$ cat config.mk
export PLATFORM = sky130hd
export DESIGN_NAME = pkt_hdr_cw_gen
export DESIGN_NICKNAME = d
export VERILOG_FILES = /design/src/rtl/pkt_hdr_pkg.sv /design/src/rtl/hdr_pass_cw_enc.sv /design/src/rtl/pkt_hdr_cw_gen.sv
export SDC_FILE = /design/constraint.sdc
export NUM_CORES = 1
export LEC_CHECK = 0
export ABC_AREA = 1
export CAP_MARGIN = 15
export CELL_PAD_IN_SITES_DETAIL_PLACEMENT = 1
export CELL_PAD_IN_SITES_GLOBAL_PLACEMENT = 1
export CORE_UTILIZATION = 40
export DETAILED_ROUTE_END_ITERATION = 8
export PLACE_DENSITY_LB_ADDON = 0.12
export SLEW_MARGIN = 20
export SYNTH_ARGS = -nofsm -noshare
export SYNTH_HDL_FRONTEND = slang
export SYNTH_SLANG_ARGS = --single-unit
$ cat constraint.sdc
create_clock -name clk -period 9.3 [get_ports clk]
set_clock_uncertainty 0.2 [all_clocks]
set_input_delay 1.395 -clock clk [delete_from_list [all_inputs] [get_ports clk]]
set_output_delay 1.395 -clock clk [all_outputs]
set_load 0.05 [all_outputs]
$ cat src/rtl/pkt_hdr_pkg.sv
// Shared types, pass-range limits and bit-width helpers for the packet-header codeword generator.
package pkt_hdr_pkg;

  typedef enum logic [2:0] {
    IDLE,
    HEAD,
    ZBP,
    ZBP_END,
    PASSES,
    LBLK_ONES,
    LBLK_ZERO,
    LENGTH
  } hdr_state_e;

  localparam int PASS_ONE   = 1;
  localparam int PASS_TWO   = 2;
  localparam int PASS_MAX5  = 5;
  localparam int PASS_MAX36 = 36;
  localparam int PASS_MAX   = 164;

  // Number of bits needed to represent v; zero needs none.
  function automatic logic [5:0] bits_needed(input logic [31:0] v);
    logic [5:0] r;
    r = '0;
    for (int i = 0; i < 32; i++) begin
      if (v[i]) r = 6'(i + 1);
    end
    return r;
  endfunction

  function automatic logic [4:0] floor_log2(input logic [31:0] v);
    logic [4:0] r;
    r = '0;
    for (int i = 0; i < 32; i++) begin
      if (v[i]) r = 5'(i);
    end
    return r;
  endfunction

endpackage

$ cat src/rtl/hdr_pass_cw_enc.sv
// Combinational coding-pass-count codeword encoder (right-justified data plus bit count).
module hdr_pass_cw_enc
  import pkt_hdr_pkg::*;
#(
  parameter int HDR_DATA_W = 32,
  parameter int BIT_CNT_W  = 6,
  parameter int PASS_W     = 8
) (
  input  logic [PASS_W-1:0]     passes_i,
  output logic [HDR_DATA_W-1:0] data_o,
  output logic [BIT_CNT_W-1:0]  cnt_o
);

  logic [PASS_W-1:0] off3, off6, off37;

  always_comb begin
    off3   = passes_i - PASS_W'(3);
    off6   = passes_i - PASS_W'(6);
    off37  = passes_i - PASS_W'(37);
    data_o = '0;
    cnt_o  = BIT_CNT_W'(1);
    if (int'(passes_i) <= PASS_ONE) begin
      data_o = '0;
      cnt_o  = BIT_CNT_W'(1);
    end else if (int'(passes_i) == PASS_TWO) begin
      data_o = HDR_DATA_W'(2'b10);
      cnt_o  = BIT_CNT_W'(2);
    end else if (int'(passes_i) <= PASS_MAX5) begin
      data_o = HDR_DATA_W'({2'b11, off3[1:0]});
      cnt_o  = BIT_CNT_W'(4);
    end else if (int'(passes_i) <= PASS_MAX36) begin
      data_o = HDR_DATA_W'({4'b1111, off6[4:0]});
      cnt_o  = BIT_CNT_W'(9);
    end else begin
      data_o = HDR_DATA_W'({9'h1FF, off37[6:0]});
      cnt_o  = BIT_CNT_W'(16);
    end
  end

endmodule

$ cat src/rtl/pkt_hdr_cw_gen.sv
// JPEG2000 single-leaf packet-header codeword generator.
// Define PKT_HDR_STATS_EN to add hdr_bits_total_o, a running count of emitted header bits.
module pkt_hdr_cw_gen
  import pkt_hdr_pkg::*;
#(
  parameter int HDR_DATA_W  = 32,
  parameter int BIT_CNT_W   = 6,
  parameter int ZBP_W       = 5,
  parameter int PASS_W      = 8,
  parameter int LEN_W       = 16,
  parameter int LBLOCK_INIT = 3
) (
  input  logic                  clk,
  input  logic                  rst_n,
  input  logic                  cb_valid_i,
  output logic                  cb_ready_o,
  input  logic                  cb_incl_i,
  input  logic [ZBP_W-1:0]      cb_zbp_i,
  input  logic [PASS_W-1:0]     cb_passes_i,
  input  logic [LEN_W-1:0]      cb_len_i,
  output logic                  cw_valid_o,
  output logic                  cw_last_o,
  output logic                  cw_insert_zero_o,
  output logic                  cw_insert_ones_o,
  output logic [BIT_CNT_W-1:0]  cw_bit_cnt_o,
  output logic [HDR_DATA_W-1:0] cw_data_o,
  input  logic                  cw_ready_i,
  output logic                  err_o
`ifdef PKT_HDR_STATS_EN
  , output logic [31:0]         hdr_bits_total_o
`endif
);

  hdr_state_e state_q, state_d;
  logic                  incl_q, incl_d;
  logic [ZBP_W-1:0]      zbp_q, zbp_d;
  logic [PASS_W-1:0]     passes_q, passes_d;
  logic [LEN_W-1:0]      len_q, len_d;
  logic [BIT_CNT_W-1:0]  k_q, k_d;
  logic [4:0]            fl_q, fl_d;
  logic                  cw_valid_q, cw_valid_d, cw_last_q, cw_last_d;
  logic                  cw_zero_q, cw_zero_d, cw_ones_q, cw_ones_d;
  logic [BIT_CNT_W-1:0]  cw_cnt_q, cw_cnt_d;
  logic [HDR_DATA_W-1:0] cw_data_q, cw_data_d;
  logic                  accept, illegal, advance;
  logic [5:0]            need;
  int                    thresh;
  logic [HDR_DATA_W-1:0] enc_data;
  logic [BIT_CNT_W-1:0]  enc_cnt;

  hdr_pass_cw_enc #(
    .HDR_DATA_W(HDR_DATA_W),
    .BIT_CNT_W (BIT_CNT_W),
    .PASS_W    (PASS_W)
  ) u_pass_enc (
    .passes_i(passes_d),
    .data_o  (enc_data),
    .cnt_o   (enc_cnt)
  );

  always_comb begin
    accept  = cb_valid_i && (state_q == IDLE);
    illegal = cb_incl_i && (cb_passes_i == '0 || int'(cb_passes_i) > PASS_MAX);
    advance = cw_valid_q && cw_ready_i;
    need    = bits_needed(32'(cb_len_i));
    state_d  = state_q;
    incl_d   = incl_q;
    zbp_d    = zbp_q;
    passes_d = passes_q;
    len_d    = len_q;
    k_d      = k_q;
    fl_d     = fl_q;
    thresh   = 0;
    if (accept) begin
      incl_d   = cb_incl_i && !illegal;
      zbp_d    = cb_zbp_i;
      passes_d = cb_passes_i;
      len_d    = cb_len_i;
      fl_d     = floor_log2(32'(cb_passes_i));
      thresh   = LBLOCK_INIT + int'(fl_d);
      k_d      = (int'(need) > thresh) ? BIT_CNT_W'(int'(need) - thresh) : '0;
      state_d  = HEAD;
    end else if (advance) begin
      case (state_q)
        HEAD:      state_d = !incl_q ? IDLE : (zbp_q != '0) ? ZBP : ZBP_END;
        ZBP:       state_d = ZBP_END;
        ZBP_END:   state_d = PASSES;
        PASSES:    state_d = (k_q != '0) ? LBLK_ONES : LBLK_ZERO;
        LBLK_ONES: state_d = LBLK_ZERO;
        LBLK_ZERO: state_d = LENGTH;
        default:   state_d = IDLE;
      endcase
    end
  end

  // Output registers are loaded with the codeword of the state being entered.
  always_comb begin
    cw_valid_d = (state_d != IDLE);
    cw_last_d  = 1'b0;
    cw_zero_d  = 1'b0;
    cw_ones_d  = 1'b0;
    cw_cnt_d   = '0;
    cw_data_d  = '0;
    case (state_d)
      HEAD: begin
        cw_cnt_d  = incl_d ? BIT_CNT_W'(2) : BIT_CNT_W'(1);
        cw_data_d = incl_d ? HDR_DATA_W'(2'b11) : '0;
        cw_last_d = !incl_d;
      end
      ZBP: begin
        cw_zero_d = 1'b1;
        cw_cnt_d  = BIT_CNT_W'(zbp_d);
      end
      ZBP_END: begin
        cw_cnt_d  = BIT_CNT_W'(1);
        cw_data_d = HDR_DATA_W'(1);
      end
      PASSES: begin
        cw_cnt_d  = enc_cnt;
        cw_data_d = enc_data;
      end
      LBLK_ONES: begin
        cw_ones_d = 1'b1;
        cw_cnt_d  = k_d;
      end
      LBLK_ZERO: cw_cnt_d = BIT_CNT_W'(1);
      LENGTH: begin
        cw_cnt_d  = BIT_CNT_W'(LBLOCK_INIT) + k_d + BIT_CNT_W'(fl_d);
        cw_data_d = HDR_DATA_W'(len_d);
        cw_last_d = 1'b1;
      end
      default: cw_valid_d = 1'b0;
    endcase
  end

  always_ff @(posedge clk or negedge rst_n) begin
    if (!rst_n) begin
      state_q    <= IDLE;
      incl_q     <= 1'b0;
      zbp_q      <= '0;
      passes_q   <= '0;
      len_q      <= '0;
      k_q        <= '0;
      fl_q       <= '0;
      cw_valid_q <= 1'b0;
      cw_last_q  <= 1'b0;
      cw_zero_q  <= 1'b0;
      cw_ones_q  <= 1'b0;
      cw_cnt_q   <= '0;
      cw_data_q  <= '0;
    end else begin
      state_q    <= state_d;
      incl_q     <= incl_d;
      zbp_q      <= zbp_d;
      passes_q   <= passes_d;
      len_q      <= len_d;
      k_q        <= k_d;
      fl_q       <= fl_d;
      cw_valid_q <= cw_valid_d;
      cw_last_q  <= cw_last_d;
      cw_zero_q  <= cw_zero_d;
      cw_ones_q  <= cw_ones_d;
      cw_cnt_q   <= cw_cnt_d;
      cw_data_q  <= cw_data_d;
    end
  end

  assign cb_ready_o       = (state_q == IDLE);
  assign err_o            = accept && illegal;
  assign cw_valid_o       = cw_valid_q;
  assign cw_last_o        = cw_last_q;
  assign cw_insert_zero_o = cw_zero_q;
  assign cw_insert_ones_o = cw_ones_q;
  assign cw_bit_cnt_o     = cw_cnt_q;
  assign cw_data_o        = cw_data_q;

`ifdef PKT_HDR_STATS_EN
  logic [31:0] hdr_bits_total_q, hdr_bits_total_d;

  always_comb begin
    hdr_bits_total_d = hdr_bits_total_q;
    if (advance) hdr_bits_total_d = hdr_bits_total_q + 32'(cw_cnt_q);
  end

  always_ff @(posedge clk or negedge rst_n) begin
    if (!rst_n) hdr_bits_total_q <= '0;
    else        hdr_bits_total_q <= hdr_bits_total_d;
  end

  assign hdr_bits_total_o = hdr_bits_total_q;
`endif

endmodule

# Yosys cells after proc, flatten, opt, wreduce, memory -nomap -nowiden
# Index checks and enable logic that the tools add are counted.
word_totals:
  reg_bits: 86
  wordCells: 107
  output_inout_bits: 44
  inputBits: 34
op_classes:
  addsub: 7
  n_mux: 53
  reduce_logical: 15
  eq_ne: 14
  n_lt_le_gt_ge: 5
ops:
  columns: ["operator", "n"]
  rows:
  - ["$pmux 32 s4", 1]
  - ["$mux 6", 19]
  - ["$mux 32", 3]
  - ["$mux 5", 10]
  - ["$pmux 6 s6", 1]
  - ["$mux 16", 2]
  - ["$eq 3x3->1 const B", 7]
  - ["$pmux 3 s6", 1]
  - ["$eq 3x2->1 const B", 4]
  - ["$mux 2", 5]
  - ["$eq 8x3->1 const B", 1]
  - ["$gt 8x8->1 const B", 1]
  - ["$le 8x1->1 const B", 1]
  - ["$le 8x3->1 const B", 1]
  - ["$le 8x6->1 const B", 1]
  - ["$logic_not 8->1", 1]
  - ["$mux 8", 1]
  - ["$mux 1", 7]
  - ["$reduce_or 7->1", 1]
  - ["$sub 7x6->7 const B", 1]
  - ["$add 2x5->6 const A", 1]
  - ["$add 2x6->6 const A", 1]
  - ["$add 6x5->6", 1]
  - ["$eq 3x1->1 const B", 2]
  - ["14 further kinds", 20]

# Depth between registers and ports, before layout
# Gate-level depths: netlist of the first run.
depth:
  depth_word: 22
  depth_mapped: 36
  depth_no_buf: 36

# Cells and area by module
# A second synthesis of the first run with hierarchy kept.
hier_totals:
  hier_cells: 585
  hier_area_um2: 4840.9
by_module_without_submodules:
  columns: ["module", "seq_area_each_um2", "instances", "area_each_um2", "cells_each"]
  rows:
  - ["pkt_hdr_cw_gen", 2152.1, 1, 4151.5, 474]
  - ["hdr_pass_cw_enc", 0.0, 1, 689.4, 111]

# Worst setup path before layout of the first run
# No wires, ideal clock.
synth_timing:
  path_kind: "in2reg"
  from: "input cb_passes_i[1]"
  to: "register cw_cnt_q[5], in the netlist cw_bit_cnt_o[5]"
  path_buffers: 0
  stages: 25
  arrival_ps: 4459
  setup_time_ps: 123
  required_ps: 8977
  slack_ps: 4518
  cell_sequence: "inv_1 > o21ai_0 > nand2_1 > a21oi_1 > nor2_1 > ha_1 > xnor2_1 > ha_1 > nand3_1 > nand2_1 > nand2_1 > nand2_1 > nand3_1 > nand2_1 > inv_1 > ha_1 > inv_1 > ha_1 > fa_1 > nand3_1 > nand2_1 > xnor2_1 > a21boi_0 > o21ai_0 > nand2_1"
synth_via:
  elab_chain_len: 15
  word_cells_on_any_way: 22
  classes_between: "add/sub (4); order compare (2); eq/ne (1); mux (15)"
synth_lines:
  columns: ["element", "line_no", "text"]
  rows:
  - ["from (decl)", "pkt_hdr_cw_gen.sv:19", "input logic [PASS_W-1:0] cb_passes_i,"]
  - ["$mux 1 (*)", "pkt_hdr_pkg.sv:35", "if (v[i]) r = 5'(i);"]
  - ["$mux 5 (*) (6 in series)", "pkt_hdr_pkg.sv:35", null]
  - ["$mux 5 (*)", "pkt_hdr_cw_gen.sv:74", "if (accept) begin"]
  - ["$add 2x5->6 (*)", "pkt_hdr_cw_gen.sv:80", "thresh = LBLOCK_INIT + int'(fl_d);"]
  - ["$sub 6x6->6 or $gt 6x6->1 (tied branches)", "pkt_hdr_cw_gen.sv:81", "k_d = (int'(need) > thresh) ? BIT_CNT_W'(int'(need) - thresh) : '0;"]
  - ["$mux 6 (*)", "pkt_hdr_cw_gen.sv:81", null]
  - ["$mux 6 (*)", "pkt_hdr_cw_gen.sv:74", null]
  - ["via k_d[1]", "pkt_hdr_cw_gen.sv:39", "logic [BIT_CNT_W-1:0] k_q, k_d;"]
  - ["$add 2x6->6 (*)", "pkt_hdr_cw_gen.sv:128", "cw_cnt_d = BIT_CNT_W'(LBLOCK_INIT) + k_d + BIT_CNT_W'(fl_d);"]
  - ["$add 6x5->6 (*)", "pkt_hdr_cw_gen.sv:128", null]
  - ["$pmux 6 s6 (*)", "pkt_hdr_cw_gen.sv:104", "case (state_d)"]
  - ["via cw_cnt_d[5]", "pkt_hdr_cw_gen.sv:43", "logic [BIT_CNT_W-1:0] cw_cnt_q, cw_cnt_d;"]
  - ["to (signal assigned)", "pkt_hdr_cw_gen.sv:163", "cw_cnt_q <= cw_cnt_d;"]
  - ["to (decl)", "pkt_hdr_cw_gen.sv:43", null]
# Mark *: on every way through the listed nets, which the timed path passes. The rest lies on a longest branch. The select of a mux whose other input is x is not followed.

# Worst setup path in the final report of the first run
layout_timing:
  from: "input cb_valid_i"
  to: "output err_o"
layout_via:
  elab_chain_len: 2
layout_lines:
  columns: ["element", "line_no", "text"]
  rows:
  - ["from (decl)", "pkt_hdr_cw_gen.sv:15", "input logic cb_valid_i,"]
  - ["$logic_and 1x1->1", "pkt_hdr_cw_gen.sv:62", "accept = cb_valid_i && (state_q == IDLE);"]
  - ["$logic_and 1x1->1", "pkt_hdr_cw_gen.sv:169", "assign err_o = accept && illegal;"]
  - ["to (decl)", "pkt_hdr_cw_gen.sv:28", "output logic err_o"]
# No other way between the ends.

==> results of run 1 <==
[metrics by stage]
| step | cells | utilization [%] | hold WS (ps) | setup slack [ps] |
|---|---|---|---|---|
| 2_1_floorplan | 574 | - | 234 | 4520 |
| 3_3_place_gp | 746 | 47.6 | 258 | 3590 |
| 3_5_place_dp | 746 | 47.6 | 277 | 3460 |
| 4_1_cts | 762 | 49.4 | 296 | 3710 |
| 5_1_grt | 762 | 49.4 | 316 | 3370 |
| 6_report | 762 | 49.4 | 290 | 3750 |
[power groups by stage]
stage / sequential (mW) / combinational [mW] / clock (mW)
detailed placement: 0.480 / 0.986 / 0
global placement: 0.475 / 0.953 / 0
floorplan: 0.584 / 0.613 / 0
global route: 0.485 / 1.10 / 0.259
finish: 0.474 / 0.983 / 0.238
CTS: 0.474 / 0.994 / 0.244
[cell usage after synthesis, types with 8 or more instances]
library cell / instances / area, um^2
a21oi_1: 10 / 50.1
o21ai_0: 24 / 120
ha_1: 19 / 238
inv_1: 74 / 278
o21ai_1: 8 / 40.0
nand3_1: 42 / 210
nand4_1: 13 / 81.3
nor2_1: 40 / 150
nand2_1: 172 / 646
dfrtp_1: 70 / 1750
buf_4: 16 / 120
[layer usage]
layer | wire length [um] | share of wire, %
met1 | 5330 | 47
met3 | 286 | 2.5
met5 | 0 | 0
met2 | 5580 | 49
met4 | 178 | 1.6
[cell families (layout without fill, tap and decap cells)]
kind of cell | after synthesis | after routing | share of synthesized area [%]
compound gates | 53 | 53 | 7.31
xor+xnor | 7 | 7 | 1.87
fa+ha+maj | 21 | 21 | 6.49
buf+inv | 108 | 160 | 11.5
flops | 70 | 70 | 40.9
other cells | 1 | 16 | 0.0876
simple gates | 299 | 299 | 31.8
[cell type report]
class / instances / area (um^2) / area share [%]
Tap cell: 136 / 170 / 3.32
Clock buffer: 13 / 169 / 3.30
Multi-Input combinational cell: 396 / 2090 / 40.8
Timing Repair Buffer: 62 / 613 / 12.0
Sequential cell: 70 / 1750 / 34.2
Clock inverter: 3 / 17.5 / 0.342
Inverter: 82 / 310 / 6.05
[worst max-delay path: cells and delay by family]
kind	cells	cell delay, ps
compound gates	1	240
simple gates	2	870
buf+inv	2	1460
[registers in the layout (all words and copies together) (netlist names), 3 cells and up]
name / count
zbp_q: 5
len_q: 16
passes_q: 8
cw_data_o: 16
k_q: 6
fl_q: 5
state_q: 3
cw_bit_cnt_o: 6
[worst max path at each step]
stage	startpoint	slack, ps	to	cells past startpoint
finish	cb_valid_i	3750	err_o	5
global route	cb_len_i[1]	3370	cw_bit_cnt_o[5]	37
CTS	cb_valid_i	3710	err_o	5
detailed placement	cb_passes_i[5]	3460	cw_bit_cnt_o[5]	25
global placement	cb_len_i[1]	3590	cw_bit_cnt_o[5]	37
floorplan	cb_passes_i[1]	4520	cw_bit_cnt_o[5]	25
==> flow_summary.toml, run 1 <==
[drt]
drt_iter0_drc = 152
vias_per_cell = 4.87
drt_wl_total_um = 11400
vias = 3709
wl_per_cell_um = 14.9
firstDrtPassIters = 4
drtAntennaViolNets = 0
drc = 0

[global_routing]
grt_pass1_wl_um = 19200
met1_usage_pct = 28.3
grt.busiest_layer = "met2"
grt_pass1_vias = 3910
gr-usage-met3_pct = 4.08
use_met2_pct = 37.6
track_usage_pct = 22.3
grt_overflow_total = 0
grt_max_degree = 71
antenna_found_initial = 0

[status]
outcome = "completed"

[setup_path]
rrSetupSlack_ps = 4940
worstPathRequired_ps = 7710
r2r-end = "cw_bit_cnt_o[5]"
critPathMostFrequentCell = "clkdlybuf4s50_1"
cpPeakStageDelay_ps = 840
crit_fanout = 55
critPathCaptureType = "primary output"
ff2ff_path_depth = 15
critPathSlowestCell = "clkdlybuf4s50_1"
cp.arrival_ps = 3960
worst_setup_path_start_kind = "primary input"
worstReg2RegStart = "state_q[0]"
worstSetupPathType = "primary input to primary output"
path_cells = "clkdlybuf4s50_1 -> nand3_4 -> nor2_1 -> a21boi_0 -> clkdlybuf4s50_1"

[sta]
max_slew.worst_pin.slew_ps = 898
maxSlewViolCount = 0
hold_viol = 0
slew_headroom_pct = 40.1
max_freq_mhz = 180
final-setup-viol-count = 0
min_period_over_period_pct = 59.7
min_period_ps = 5550
rsz0062_at_grt = "no"
finalSetupTns_ps = 0

[layout]
layout_common_cells = "172 x nand2_1, 74 x inv_1, 70 x dfrtp_1"
diodes = 0
drive_gt1_share_pct = 8.95
nNetsFinal = 676
mostFrequentLayoutCell = "nand2_1"
syn2layout_area_growth_pct = 19.8
n_fill_cell = 1328
postLayoutCellArea_um2 = 5120

[synthesis]
syn_area_um2 = 4280
synth-edff-count = 0
syn_inst = 559
ys_ff_latch = 70
yosysUniqueCellTypes = 44
yosys_warnings = 0
ys_seq_area_share_pct = 40.9
synthFlopType = "dfrtp_1"
synth.avg_cell_area_um2 = 7.65
async_flop_share_pct = 100

[clock_network]
cts_hold_buffers = 0
clock-root-buffer = "clkbuf_8"
clkTransAtPathRegs_ps = 70
cts_tree = "yes"
clock_path_buffers = 2
cts_setup_buffers = 0
cts_max_level = 3
numCtsBuffers = 9
cts.sinks = 70
cts_resized = 0
clock_latency_ps = 370

[power_and_ir_drop]
p_switching_mw = 0.846
power_frac_clock_pct = 14.1
swShare_pct = 49.9
ir_worst_vdd_mv = 0.156
pwr-share-comb_pct = 58.0
intPower_mw = 0.849
power-per-cell-area_nw_per_um2 = 331
p_leak_nw = 2.72
total_power_mw = 1.70
seq_power_share_pct = 27.9

[floorplanning]
num_rows = 37
core_area_um2 = 10400
fp.dieH_um = 105
io_pins = 78
dieArea_um2 = 11100
initial_utilization_pct = 41.3
die_x_um = 105

[min_path]
min_path_cells = 2
whs_endpoint = "fl_q[4]"
min_from = "fl_q[4]"
hp-class = "register to register"

[placement]
placed_area_um2 = 4940
routabilityCongestion = 0.830
dp_hpwl_um = 8740
port-buffer-count = 61

[run]
max_cap_viol_count = 0
No activity file was read; power rests on OpenSTA's default activity.
==> inputs of run 2 (changes only) <==
--- a/config.mk
+++ b/config.mk
@@ -9,7 +9,7 @@
 export CAP_MARGIN = 15
 export CELL_PAD_IN_SITES_DETAIL_PLACEMENT = 1
 export CELL_PAD_IN_SITES_GLOBAL_PLACEMENT = 1
-export CORE_UTILIZATION = 40
+export CORE_UTILIZATION = 35
 export DETAILED_ROUTE_END_ITERATION = 8
 export PLACE_DENSITY_LB_ADDON = 0.12
 export SLEW_MARGIN = 20
==> constraint.sdc (replaced) <==
create_clock -name clk -period 4.8 [get_ports clk]
set_clock_uncertainty 0.2 [all_clocks]
set_input_delay 0.72 -clock clk [delete_from_list [all_inputs] [get_ports clk]]
set_output_delay 0.72 -clock clk [all_outputs]
set_load 0.05 [all_outputs]
==> run 2 against run 1 <==
Effect of this change:
- die area rose by 14%
- via count rose by 2.0%
- non-clock buffer count rose by 22
- count of clock-buffer cells in the layout did not move
- critical path depth rose by 28
- wire length rose by 6.1%
- critical path type is now primary input to register
- largest cell class unchanged
- largest power group unchanged
==> flow_summary.toml, run 2 (synthesis gave the netlist of run 1 again) <==
[layout]
mostFrequentLayoutCell = "nand2_1"
n_fill_cell = 1474
nNetsFinal = 698
syn2layout_area_growth_pct = 27.7
layout_common_cells = "169 x nand2_1, 73 x inv_1, 70 x dfrtp_1"
postLayoutCellArea_um2 = 5470
drive_gt1_share_pct = 13.6
diodes = 0

[floorplanning]
initial_utilization_pct = 35.8
io_pins = 78
num_rows = 40
fp.dieH_um = 113
dieArea_um2 = 12700
die_x_um = 113
core_area_um2 = 12000

[power_and_ir_drop]
swShare_pct = 47.2
intPower_mw = 1.88
total_power_mw = 3.57
power-per-cell-area_nw_per_um2 = 652
power_frac_clock_pct = 17.5
pwr-share-comb_pct = 56.7
seq_power_share_pct = 25.8
ir_worst_vdd_mv = 0.281
p_leak_nw = 2.89
p_switching_mw = 1.68

[sta]
slew_headroom_pct = 49.4
min_period_ps = 4530
max_slew.worst_pin.slew_ps = 758
maxSlewViolCount = 0
hold_viol = 0
max_freq_mhz = 221
finalSetupTns_ps = 0
final-setup-viol-count = 0
whs_ps = 254
min_period_over_period_pct = 94.4
finalWorstSetupSlack_ps = 270

[global_routing]
track_usage_pct = 20.5
met1_usage_pct = 26.4
grt_pass1_vias = 3990
gr-usage-met3_pct = 3.19
grt_max_degree = 43
grt_overflow_total = 0
use_met2_pct = 34.4
grt.busiest_layer = "met2"
grt_pass1_wl_um = 19900
antenna_found_initial = 0

[setup_path]
critPathCaptureType = "register"
crit_fanout = 2
worstReg2RegStart = "state_q[0]"
critPathSlowestCell = "fa_2"
critPathMostFrequentCell = "nand2_1"
worstSetupPathType = "primary input to register"
ff2ff_path_depth = 15
worst_setup_path_start_kind = "primary input"
cpPeakStageDelay_ps = 540
worstPathRequired_ps = 4820
r2r-end = "cw_bit_cnt_o[5]"
rrSetupSlack_ps = 1310
cp.arrival_ps = 4550

[clock_network]
cts_tree = "yes"
clock-root-buffer = "clkbuf_16"
clkTransAtPathRegs_ps = 50
clock_latency_ps = 340
cts.sinks = 70
numCtsBuffers = 9
cts_hold_buffers = 0
clock_path_buffers = 2
cts_max_level = 3

[min_path]
hp-class = "primary input to async pin"

[placement]
port-buffer-count = 61
pre_cts_slack_ps = -155
routabilityCongestion = 0.826
dp_hpwl_um = 9240
placed_area_um2 = 5090

[drt]
drc = 0
drt_iter0_drc = 143
vias_per_cell = 4.77
vias = 3784
wl_per_cell_um = 15.2
drt_wl_total_um = 12100
drtAntennaViolNets = 0
firstDrtPassIters = 4

[status]
outcome = "completed"

[run]
max_cap_viol_count = 0
-- run 2: cell count changes in the layout (fill, tap and decap cells not counted), moves of 3 or more --
cell	delta
dlymetal6s2s_1	+3
ha_1	-3
nand2_2	+3
clkbuf_8	-9
clkbuf_16	+9
nand2_1	-3
buf_4	+22
clkdlybuf4s50_1	-3
-- run 2: layout make-up --
type	count	area, um^2	share of cell area, %
well taps	147	184	3.37
inverters	82	310	5.68
flip-flops and latches	70	1750	32.1
clock inverters	1	5.00	0.0916
clock buffers	13	270	4.95
repair buffers	84	786	14.4
multi-input cells	396	2160	39.5
-- run 2: power groups by stage --
| stage | registers, mW | logic (mW) | clock network (mW) |
|---|---|---|---|
| after global placement | 0.922 | 1.94 | 0 |
| after CTS | 0.922 | 2.00 | 0.641 |
| after global routing | 0.941 | 2.28 | 0.658 |
| after detailed placement | 0.930 | 1.98 | 0 |
| after floorplan | 1.13 | 1.19 | 0 |
| final | 0.918 | 2.02 | 0.624 |
-- run 2: per-layer routing --
metal / vias to the layer above / routed length (um)
li1: 1889 / -
met1: 1824 / 5660
met2: 57 / 5860
met3: 14 / 303
met4: 0 / 249
met5: - / 0
-- run 2: worst max path at each step --
stage	start	to	slack, ps	cells past startpoint
after global placement	cb_len_i[0]	cw_bit_cnt_o[5]	20	36
after detailed placement	cb_passes_i[1]	cw_bit_cnt_o[5]	-160	26
after CTS	cb_len_i[0]	cw_bit_cnt_o[5]	180	36
after global routing	cb_len_i[1]	cw_bit_cnt_o[5]	-80	37
after floorplan	cb_passes_i[1]	cw_bit_cnt_o[5]	690	25
final	cb_len_i[1]	cw_bit_cnt_o[5]	270	33
-- run 2: per-stage QoR --
stage,cells,util [%]
4_1_cts,790,44.9
2_1_floorplan,574,-
5_1_grt,793,45.7
3_5_place_dp,776,42.6
6_report,793,45.7
3_3_place_gp,776,42.6
-- run 2: timing repair --
item	CTS	global route
buffers inserted	0	3
hold endpoints to repair	0	0
gates resized for setup	0	19
setup endpoints to repair	0	3
-- run 2: critical path, delay by kind of cell --
kind	cells	cell delay [ps]
XOR/XNOR	1	140
AND/OR/NAND/NOR	20	1180
buffers and inverters	5	660
AO/OA/AOI/OAI	2	280
adder cells (fa/ha/maj)	5	1540
==> inputs of run 3 (changes only) <==
--- a/config.mk
+++ b/config.mk
@@ -10,6 +10,7 @@
 export CELL_PAD_IN_SITES_DETAIL_PLACEMENT = 1
 export CELL_PAD_IN_SITES_GLOBAL_PLACEMENT = 1
 export CORE_UTILIZATION = 35
+export CTS_CLUSTER_SIZE = 12
 export DETAILED_ROUTE_END_ITERATION = 8
 export PLACE_DENSITY_LB_ADDON = 0.12
 export SLEW_MARGIN = 20
==> results of run 3 <==
No change in the layout: final DEF, timing and power equal those of run 2.
